===== config.mk =====
export PLATFORM = sky130hd
export DESIGN_NAME = gbsha_fir_top
export DESIGN_NICKNAME = d
export VERILOG_FILES = /design/src/rtl/gbsha_fir_top.sv
export SDC_FILE = /design/constraint.sdc
export NUM_CORES = 1
export LEC_CHECK = 0
export CAP_MARGIN = 0
export CORE_MARGIN = 2
export CORE_UTILIZATION = 50
export CTS_CLUSTER_SIZE = 28
export DETAILED_ROUTE_END_ITERATION = 16
export MAX_ROUTING_LAYER = met4
export PLACE_DENSITY = 0.67
export SYNTH_ARGS = -nofsm -noshare
export SYNTH_HDL_FRONTEND = slang
export SYNTH_SLANG_ARGS = --single-unit

===== constraint.sdc =====
create_clock -name io_in -period 17 [get_ports io_in]
set_input_delay 2.55 -clock io_in [delete_from_list [all_inputs] [get_ports io_in]]
set_output_delay 2.55 -clock io_in [all_outputs]
set_load 0.01 [all_outputs]

===== src/rtl/gbsha_fir_top.sv =====
// gbsha_fir_top: pin-packed chip wrapper around a fixed-coefficient FIR low-pass filter.
//
// The filter is symmetric. Its coefficients are c_k = min(k+1, N_TAPS-k), which gives
// 1,2,3,4,5,5,4,3,2,1 at the default depth. The accumulator is exact. It is arithmetically
// shifted right by SHIFT and then saturated to a BW_out-bit signed result.
//
// Ports:
//   io_in[0]        clk    rising-edge clock
//   io_in[1]        rst_n  asynchronous active-low reset
//   io_in[7:2]      x_in   signed input sample (BW_in LSBs used)
//   io_out[BW_out-1:0]     signed filtered output, registered
//   io_out[7:BW_out]       constant 0
//
// Build option:
//   FIR_ROUND_EN   add 2^(SHIFT-1) before the shift (round half up) instead of plain floor.
module gbsha_fir_top #(
  parameter int unsigned N_TAPS = 10,
  parameter int unsigned BW_in  = 6,
  parameter int unsigned BW_out = 6,
  parameter int unsigned SHIFT  = 5
) (
  input  logic [7:0] io_in,
  output logic [7:0] io_out
);

  function automatic int coef_int(int k);
    int a;
    int b;
    a = k + 1;
    b = int'(N_TAPS) - k;
    return (a < b) ? a : b;
  endfunction

  function automatic int coef_sum();
    int s;
    s = 0;
    for (int k = 0; k < int'(N_TAPS); k++) begin
      s += coef_int(k);
    end
    return s;
  endfunction

  // Sign bit + sample magnitude + headroom for the coefficient sum (and rounding bias).
  localparam int unsigned AccW = BW_in + $clog2(coef_sum() + 1) + 1;

  localparam int YMaxInt = (1 << (BW_out - 1)) - 1;
  localparam int YMinInt = -YMaxInt - 1;
  localparam logic signed [AccW-1:0] YMax = AccW'(YMaxInt);
  localparam logic signed [AccW-1:0] YMin = AccW'(YMinInt);

  logic clk;
  logic rst_n;
  logic signed [BW_in-1:0] x_in;

  assign clk   = io_in[0];
  assign rst_n = io_in[1];
  assign x_in  = io_in[2 +: BW_in];

  logic signed [BW_in-1:0]  d_q [N_TAPS];
  logic signed [BW_out-1:0] y_q;
  logic signed [BW_out-1:0] y_d;

  logic signed [AccW-1:0] acc;
  logic signed [AccW-1:0] acc_r;
  logic signed [AccW-1:0] shifted;
  logic signed [AccW-1:0] tap;

  // Multiply-accumulate over the pre-edge delay line.
  always_comb begin
    acc = '0;
    tap = '0;
    for (int k = 0; k < int'(N_TAPS); k++) begin
      tap = d_q[k];  // sign-extends to the accumulator width
      acc = acc + tap * AccW'(coef_int(k));
    end
  end

`ifdef FIR_ROUND_EN
  localparam logic signed [AccW-1:0] RoundBias = AccW'(1 << (SHIFT - 1));
  assign acc_r = acc + RoundBias;
`else
  assign acc_r = acc;
`endif

  always_comb begin
    shifted = acc_r >>> SHIFT;
    if (shifted > YMax) begin
      y_d = YMax[BW_out-1:0];
    end else if (shifted < YMin) begin
      y_d = YMin[BW_out-1:0];
    end else begin
      y_d = shifted[BW_out-1:0];
    end
  end

  always_ff @(posedge clk or negedge rst_n) begin
    if (!rst_n) begin
      for (int k = 0; k < int'(N_TAPS); k++) begin
        d_q[k] <= '0;
      end
      y_q <= '0;
    end else begin
      d_q[0] <= x_in;
      for (int k = 1; k < int'(N_TAPS); k++) begin
        d_q[k] <= d_q[k-1];
      end
      y_q <= y_d;
    end
  end

  always_comb begin
    io_out = '0;
    io_out[BW_out-1:0] = y_q;
  end

endmodule


==> impl_metrics.prom, run 1 <==
# TYPE chip_impl_metric gauge
chip_impl_info{name="synth-main-ff-cell",value="sky130_fd_sc_hd__dfrtp_1"} 1
chip_impl_info{name="highest_layer",value="met4"} 1
chip_impl_info{name="start_point_of_the_critical_path",value="io_in[4]"} 1
chip_impl_metric{name="antenna_found_initial",unit=""} 0
chip_impl_info{name="min_path_type",value="clock port to flop"} 1
chip_impl_info{name="synth.top_cells.by_area",value="sky130_fd_sc_hd__fa_1 (35%), sky130_fd_sc_hd__dfrtp_1 (34%), sky130_fd_sc_hd__ha_1 (12%)"} 1
chip_impl_metric{name="sequential_cell_area_fraction_in_the_yosys_report",unit=""} 0.3390
chip_impl_metric{name="place_congestion",unit=""} 0.8492
chip_impl_info{name="most_common_cell_after_layout_fill_and_taps_aside",value="sky130_fd_sc_hd__inv_1"} 1
chip_impl_metric{name="final_design_area_no_fill",unit="sq um"} 5448
chip_impl_metric{name="p_switching",unit="mW"} 0.1558
chip_impl_metric{name="synthesis.area",unit="sq um"} 4872
chip_impl_metric{name="io_pins",unit=""} 16
chip_impl_metric{name="synth_cells",unit=""} 403
chip_impl_metric{name="num_antenna_cells",unit=""} 0
chip_impl_info{name="grt_setup_unrepaired",value="false"} 1
chip_impl_metric{name="count_of_unique_library_cells_instantiated_by_yosys",unit=""} 26
chip_impl_metric{name="timing_max_transition_violations_final",unit=""} 0
chip_impl_metric{name="place.port_buffers",unit=""} 6
chip_impl_metric{name="worstSkewPairLatency",unit="ps"} 360
chip_impl_info{name="worstSetupEndpointType",value="flop"} 1
chip_impl_metric{name="report.final.setup_viol",unit=""} 0
chip_impl_metric{name="crit_path_max_fanout",unit=""} 1
chip_impl_metric{name="share_comb_of_total_power",unit=""} 0
chip_impl_metric{name="required",unit="ps"} 17260
chip_impl_metric{name="grt_start_max_net_pins",unit=""} 13
chip_impl_metric{name="ctsResizeCount",unit=""} 0
chip_impl_metric{name="drive_gt1_frac",unit=""} 0.07727
chip_impl_metric{name="routed_wirelength",unit="mm"} 7.824
chip_impl_metric{name="switching_share",unit=""} 0.3694
chip_impl_metric{name="power.total",unit="mW"} 0.4216
chip_impl_metric{name="power_per_cell_area",unit="nW/um^2"} 77.39
chip_impl_metric{name="drv_cap",unit=""} 0
chip_impl_metric{name="pwr-share-clk",unit=""} 0.630
chip_impl_metric{name="wl_met3",unit="microns"} 369
chip_impl_metric{name="violation_count_after_the_first_detailed_routing_iteration",unit=""} 74
chip_impl_metric{name="leakagePower",unit="nW"} 2.827
chip_impl_info{name="timing.rr.start",value="d_q[10]$_DFF_PN0_"} 1
chip_impl_info{name="outcome",value="complete, but fails checks"} 1
chip_impl_metric{name="ys_warn_count",unit=""} 0
chip_impl_info{name="most-common-layout-cells",value="sky130_fd_sc_hd__inv_1 (154), sky130_fd_sc_hd__fa_1 (84), sky130_fd_sc_hd__dfrtp_1 (66)"} 1
chip_impl_metric{name="hold_buffers",unit=""} 0
chip_impl_metric{name="die-width",unit="microns"} 102.7
chip_impl_metric{name="arrival_time_of_data_at_the_critical_path_endpoint",unit="ps"} 8500
chip_impl_metric{name="m1WireLength",unit="mm"} 3.080
chip_impl_metric{name="seq_power_share",unit=""} 0.369
chip_impl_metric{name="synthArstFlopShare",unit=""} 1.000
chip_impl_info{name="synth.largest_area_cell",value="sky130_fd_sc_hd__fa_1"} 1
chip_impl_metric{name="initial_util",unit=""} 0.5078
chip_impl_metric{name="setup_tns",unit="ps"} 0
chip_impl_metric{name="synth.ff_latch_count",unit=""} 66
chip_impl_metric{name="drt_drc_violations_left",unit=""} 0
chip_impl_metric{name="power.internal",unit="mW"} 0.2658
chip_impl_metric{name="post-dp-hpwl",unit="mm"} 6.107
chip_impl_metric{name="synth_top_area_frac",unit=""} 0.3451
chip_impl_info{name="crit_type",value="clock port to flop"} 1
chip_impl_metric{name="synth_enable_flop_cells",unit=""} 0
chip_impl_metric{name="firstDrtPassIters",unit=""} 4
chip_impl_metric{name="cts_setup_buffers",unit=""} 0
chip_impl_metric{name="first_pass_grt_wire_length",unit="mm"} 14.35
chip_impl_metric{name="worst_hold_slack",unit="ps"} -338.8
chip_impl_metric{name="met2_wirelength",unit="mm"} 4.058
chip_impl_metric{name="final-hold-violation-count",unit=""} 72
chip_impl_metric{name="core_area",unit="sq um"} 9594
chip_impl_metric{name="drt-vias-per-instance",unit=""} 4.515
chip_impl_metric{name="detailroute.via_count",unit=""} 2587
chip_impl_metric{name="grt-ovfl-total",unit=""} 0
chip_impl_metric{name="layout_net_count",unit=""} 568
chip_impl_metric{name="peakVddDrop",unit="V"} 0.00004591
chip_impl_metric{name="clk_pin_slew_worst_paths",unit="ps"} 80
chip_impl_info{name="hold_path.startpoint",value="io_in[7]"} 1
chip_impl_metric{name="syn_to_layout_area_delta",unit="%"} 11.81
chip_impl_metric{name="timing.clock.skew",unit="ps"} 13.38
chip_impl_info{name="cts_tree",value="yes"} 1
chip_impl_metric{name="detail-route-antenna-nets",unit=""} 0
chip_impl_metric{name="row_count",unit=""} 36
chip_impl_metric{name="via_count_of_the_first_global_routing_pass",unit=""} 3243
chip_impl_metric{name="postSynthAreaPerCell",unit="sq um"} 12.09
chip_impl_info{name="crit_path_start_kind",value="clock port"} 1
chip_impl_metric{name="post_dp_cell_area",unit="sq um"} 5087
chip_impl_metric{name="routedWlPerCell",unit="microns"} 13.65
chip_impl_metric{name="groute.usage.overall",unit=""} 0.2038
chip_impl_metric{name="floorplan.die_area",unit="sq um"} 10550
chip_impl_metric{name="dieHeight",unit="microns"} 102.7
chip_impl_info{name="violations",value="negative hold slack"} 1
## kinds of logic after synthesis
kind of cell	after synthesis	synth area share
AOI/OAI and AO/OA	19	0.02722
xor gates and xnor gates	10	0.02260
adders and majority gates	132	0.4684
buffers and inverters	156	0.1217
DFF	66	0.3390
other	1	0.0007697
and+or+nand+nor	19	0.02029
## layout make-up
cell class / instances / area [sq um]
repair buffers: 6 / 60.06
fillers: 787 / 4146
well taps: 133 / 166.4
inverters: 154 / 578.1
flip-flops and latches: 66 / 1652
multi-input cells: 182 / 2631
clock buffers: 20 / 255.2
clock inverters: 12 / 105.1
## path summary, 6_finish.rpt
path / endpoint / slack [ps] / cells after the start
worst max-delay path: d_q[56]$_DFF_PN0_ / 8760 / 0
worst min-delay path: d_q[59]$_DFF_PN0_ / -340 / 0
worst max register to register: y_q[2]$_DFF_PN0_ / 11100 / 20
worst min register to register: d_q[33]$_DFF_PN0_ / 370 / 0
max in group asynchronous: d_q[30]$_DFF_PN0_ / 17190 / 2
min in group asynchronous: y_q[3]$_DFF_PN0_ / -330 / 2
## metal layers
layer,GRT usage,vias up
li1,-,1194
met1,0.2023,1315
met2,0.2911,46
met3,0.1159,32
met4,0.1621,0
met5,-,-
## synthesized netlist by cell type, types with 2 or more instances
cell and instances:
sky130_fd_sc_hd__nor2_1 8, sky130_fd_sc_hd__a21oi_1 4, sky130_fd_sc_hd__ha_1 48, sky130_fd_sc_hd__xnor2_1 7, sky130_fd_sc_hd__buf_4 2, sky130_fd_sc_hd__inv_1 154, sky130_fd_sc_hd__xnor2_2 2, sky130_fd_sc_hd__o21ai_0 2
sky130_fd_sc_hd__a21o_1 2, sky130_fd_sc_hd__fa_1 84, sky130_fd_sc_hd__nand2_1 5, sky130_fd_sc_hd__dfrtp_1 66, sky130_fd_sc_hd__o21a_1 6
## stage by stage
stage | hold slack (ps) | setup WS [ps] | instances | utilization
2_1_floorplan | -295.6 | 8395 | 404 | -
3_3_place_gp | -295.6 | 8395 | 541 | 0.5303
3_5_place_dp | -295.6 | 8395 | 541 | 0.5303
4_1_cts | -356.4 | 8777 | 573 | 0.5678
5_1_grt | -358.6 | 8782 | 573 | 0.5678
6_report | -338.8 | 8756 | 573 | 0.5678
## registers in the layout, summed over array words and instances (netlist names)
name  cells
d_q      60
y_q       6
## power groups by stage
stage	clock network [mW]	registers (mW)	logic (mW)
after floorplan	0	0.160	0.000535
after global placement	0	0.160	0.000192
after detailed placement	0	0.160	0.000192
after CTS	0.283	0.156	0.000192
after global routing	0.298	0.156	0.000239
final	0.266	0.156	0.000200
No activity file was read; power rests on OpenSTA's default activity.
==> run 2: changes to the inputs <==
Settings changed: PLACE_DENSITY 0.67 to 0.7.
Clock period 17 ns to 6.96 ns, I/O delays scaled along.
==> run 2 against run 1 <==
  * The flow still finishes with violations (negative hold slack)
  * Sequential share of layout area shrank 0.10 points
  * Clock power grew to 2.5 times the previous value
  * Largest power group unchanged
  * Highest routed layer unchanged
  * Clock skew shrank 1.5 ps
==> impl_metrics.prom, run 2 (synthesis gave the netlist of run 1 again) <==
# TYPE chip_impl_metric gauge
chip_impl_metric{name="report.final.setup_viol",unit=""} 0
chip_impl_metric{name="place.port_buffers",unit=""} 6
chip_impl_metric{name="groute.usage.overall",unit=""} 0.1923
chip_impl_metric{name="layout_net_count",unit=""} 568
chip_impl_metric{name="drt-vias-per-instance",unit=""} 4.497
chip_impl_metric{name="worst_hold_slack",unit="ps"} -347.9
chip_impl_metric{name="detail-route-antenna-nets",unit=""} 0
chip_impl_info{name="min_path_type",value="clock port to async pin"} 1
chip_impl_metric{name="antenna_found_initial",unit=""} 0
chip_impl_metric{name="crit_path_max_fanout",unit=""} 5
chip_impl_metric{name="final-hold-violation-count",unit=""} 72
chip_impl_metric{name="clk_pin_slew_worst_paths",unit="ps"} 80
chip_impl_metric{name="peakVddDrop",unit="V"} 0.0001228
chip_impl_metric{name="ctsResizeCount",unit=""} 0
chip_impl_metric{name="dieHeight",unit="microns"} 102.7
chip_impl_metric{name="grt-ovfl-total",unit=""} 0
chip_impl_metric{name="timing_max_transition_violations_final",unit=""} 0
chip_impl_info{name="grt_setup_unrepaired",value="false"} 1
chip_impl_metric{name="power_per_cell_area",unit="nW/um^2"} 192.2
chip_impl_metric{name="layout.area.seq",unit="sq um"} 1652
chip_impl_info{name="crit_type",value="flop to flop"} 1
chip_impl_metric{name="die-width",unit="microns"} 102.7
chip_impl_metric{name="fin_crit",unit="ps"} 5816
chip_impl_metric{name="hold_buffers",unit=""} 0
chip_impl_metric{name="io_pins",unit=""} 16
chip_impl_metric{name="leakagePower",unit="nW"} 2.841
chip_impl_metric{name="core_area",unit="sq um"} 9594
chip_impl_metric{name="post-dp-hpwl",unit="mm"} 5.920
chip_impl_metric{name="drv_cap",unit=""} 0
chip_impl_metric{name="timing.clock.skew",unit="ps"} 11.84
chip_impl_metric{name="multi_input_gate_area",unit="sq um"} 2631
chip_impl_metric{name="routed_wirelength",unit="mm"} 7.403
chip_impl_metric{name="syn_to_layout_area_delta",unit="%"} 12.20
chip_impl_metric{name="row_count",unit=""} 36
chip_impl_info{name="violations",value="negative hold slack"} 1
chip_impl_metric{name="firstDrtPassIters",unit=""} 4
chip_impl_metric{name="arrival_time_of_data_at_the_critical_path_endpoint",unit="ps"} 6060
chip_impl_metric{name="number_of_flip_flops_in_the_largest_register",unit=""} 60
chip_impl_metric{name="first_pass_grt_wire_length",unit="mm"} 13.61
chip_impl_metric{name="drt_drc_violations_left",unit=""} 0
chip_impl_metric{name="violation_count_after_the_first_detailed_routing_iteration",unit=""} 42
chip_impl_metric{name="floorplan.die_area",unit="sq um"} 10550
chip_impl_metric{name="final.period_utilization",unit=""} 0.8357
chip_impl_info{name="worstSetupEndpointType",value="flop"} 1
chip_impl_info{name="registers.top_by_ff_count",value="d_q"} 1
chip_impl_metric{name="max_freq",unit="MHz"} 171.9
chip_impl_metric{name="via_count_of_the_first_global_routing_pass",unit=""} 3176
chip_impl_metric{name="place_congestion",unit=""} 0.8396
chip_impl_metric{name="drive_gt1_frac",unit=""} 0.08200
chip_impl_metric{name="setup_tns",unit="ps"} 0
chip_impl_info{name="crit_path_start_kind",value="flop"} 1
chip_impl_info{name="largest_registers",value="d_q (60), y_q (6)"} 1
chip_impl_metric{name="detailroute.via_count",unit=""} 2572
chip_impl_metric{name="num_antenna_cells",unit=""} 0
chip_impl_info{name="most-common-layout-cells",value="sky130_fd_sc_hd__inv_1 (154), sky130_fd_sc_hd__fa_1 (84), sky130_fd_sc_hd__dfrtp_1 (66)"} 1
chip_impl_info{name="most_common_cell_after_layout_fill_and_taps_aside",value="sky130_fd_sc_hd__inv_1"} 1
chip_impl_metric{name="grt_start_max_net_pins",unit=""} 12
chip_impl_metric{name="initial_util",unit=""} 0.5078
chip_impl_metric{name="required",unit="ps"} 7210
chip_impl_metric{name="cts_setup_buffers",unit=""} 0
chip_impl_info{name="cts_tree",value="yes"} 1
chip_impl_metric{name="worstSkewPairLatency",unit="ps"} 360
chip_impl_metric{name="routedWlPerCell",unit="microns"} 12.94
chip_impl_metric{name="filler_cell_count",unit=""} 779
chip_impl_info{name="outcome",value="complete, but fails checks"} 1
==> run 2: changes by cell type in the layout (fill, tap and decap cells not counted) <==
cell | before | now
sky130_fd_sc_hd__clkinv_4 | 1 | 5
sky130_fd_sc_hd__clkinv_1 | 2 | 0
sky130_fd_sc_hd__bufinv_16 | 0 | 1
sky130_fd_sc_hd__clkbuf_1 | 2 | 1
sky130_fd_sc_hd__clkbuf_8 | 18 | 19
sky130_fd_sc_hd__clkinv_8 | 2 | 1
sky130_fd_sc_hd__clkinvlp_4 | 1 | 0
sky130_fd_sc_hd__inv_12 | 1 | 0
sky130_fd_sc_hd__inv_6 | 2 | 1
==> run 2: area by class of cell <==
cell class | count | share of cell area
tap | 133 | 0.03044
inverter | 154 | 0.1057
sequential | 66 | 0.3021
clock inverter | 11 | 0.02083
multi-input combinational | 182 | 0.4813
clock buffer | 20 | 0.04852
timing repair buffer | 6 | 0.01099
==> run 2: path summary, 6_finish.rpt <==
kind                              startpoint                 to  slack (ps)  depth (start not counted)
max                        d_q[10]$_DFF_PN0_   y_q[1]$_DFF_PN0_        1140                         20
min                                 io_in[1]  d_q[16]$_DFF_PN0_        -350                          2
max reg2reg                d_q[10]$_DFF_PN0_   y_q[1]$_DFF_PN0_        1140                         20
min reg2reg                d_q[10]$_DFF_PN0_   d_q[4]$_DFF_PN0_         370                          0
max in group asynchronous           io_in[1]  d_q[10]$_DFF_PN0_        7170                          2
min in group io_in                  io_in[7]  d_q[59]$_DFF_PN0_        -340                          0
==> run 2: worst max-delay path, stage by stage, from the launching register on <==
cell and delay, ps:
sky130_fd_sc_hd__dfrtp_1 340, sky130_fd_sc_hd__inv_1 60, sky130_fd_sc_hd__fa_1 530, sky130_fd_sc_hd__inv_1 50, sky130_fd_sc_hd__fa_1 500, sky130_fd_sc_hd__inv_1 50
sky130_fd_sc_hd__fa_1 500, sky130_fd_sc_hd__inv_1 50, sky130_fd_sc_hd__fa_1 510, sky130_fd_sc_hd__fa_1 430, sky130_fd_sc_hd__fa_1 540, sky130_fd_sc_hd__inv_1 50
sky130_fd_sc_hd__fa_1 490, sky130_fd_sc_hd__inv_1 40, sky130_fd_sc_hd__ha_1 330, sky130_fd_sc_hd__a21oi_1 160, sky130_fd_sc_hd__o22ai_1 160, sky130_fd_sc_hd__o31a_1 330
sky130_fd_sc_hd__nor3_2 250, sky130_fd_sc_hd__a22oi_2 150, sky130_fd_sc_hd__a21o_1 180
==> run 2: power by group <==
| part | leakage, nW | switching, mW | internal (mW) |
|---|---|---|---|
| Combinational | 1.72 | 0.000490 | 0 |
| Clock | 0.196 | 0.361 | 0.309 |
| Sequential | 0.925 | 0 | 0.380 |
| Total | 2.84 | 0.362 | 0.689 |
==> run 2: metrics by stage <==
stage | setup WS (ps) | power (mW) | std cells | area, sq um | utilization
6_report | 1144 | 1.051 | 572 | 5466 | 0.5698
5_1_grt | 803.1 | 1.126 | 572 | 5466 | 0.5698
4_1_cts | 1110 | 1.093 | 572 | 5466 | 0.5698
3_5_place_dp | 1129 | 0.3906 | 541 | 5087 | 0.5303
3_3_place_gp | 1155 | 0.3906 | 541 | 5087 | 0.5303
2_1_floorplan | 1332 | 0.3914 | 404 | 4876 | -
==> run 2: per-layer routing <==
layer	vias to the layer above	part of all wire	global-route usage
met5	-	0	-
met4	0	0.054	0.1703
met3	37	0.052	0.1037
met2	49	0.50	0.2675
met1	1289	0.40	0.1934
li1	1197	-	-
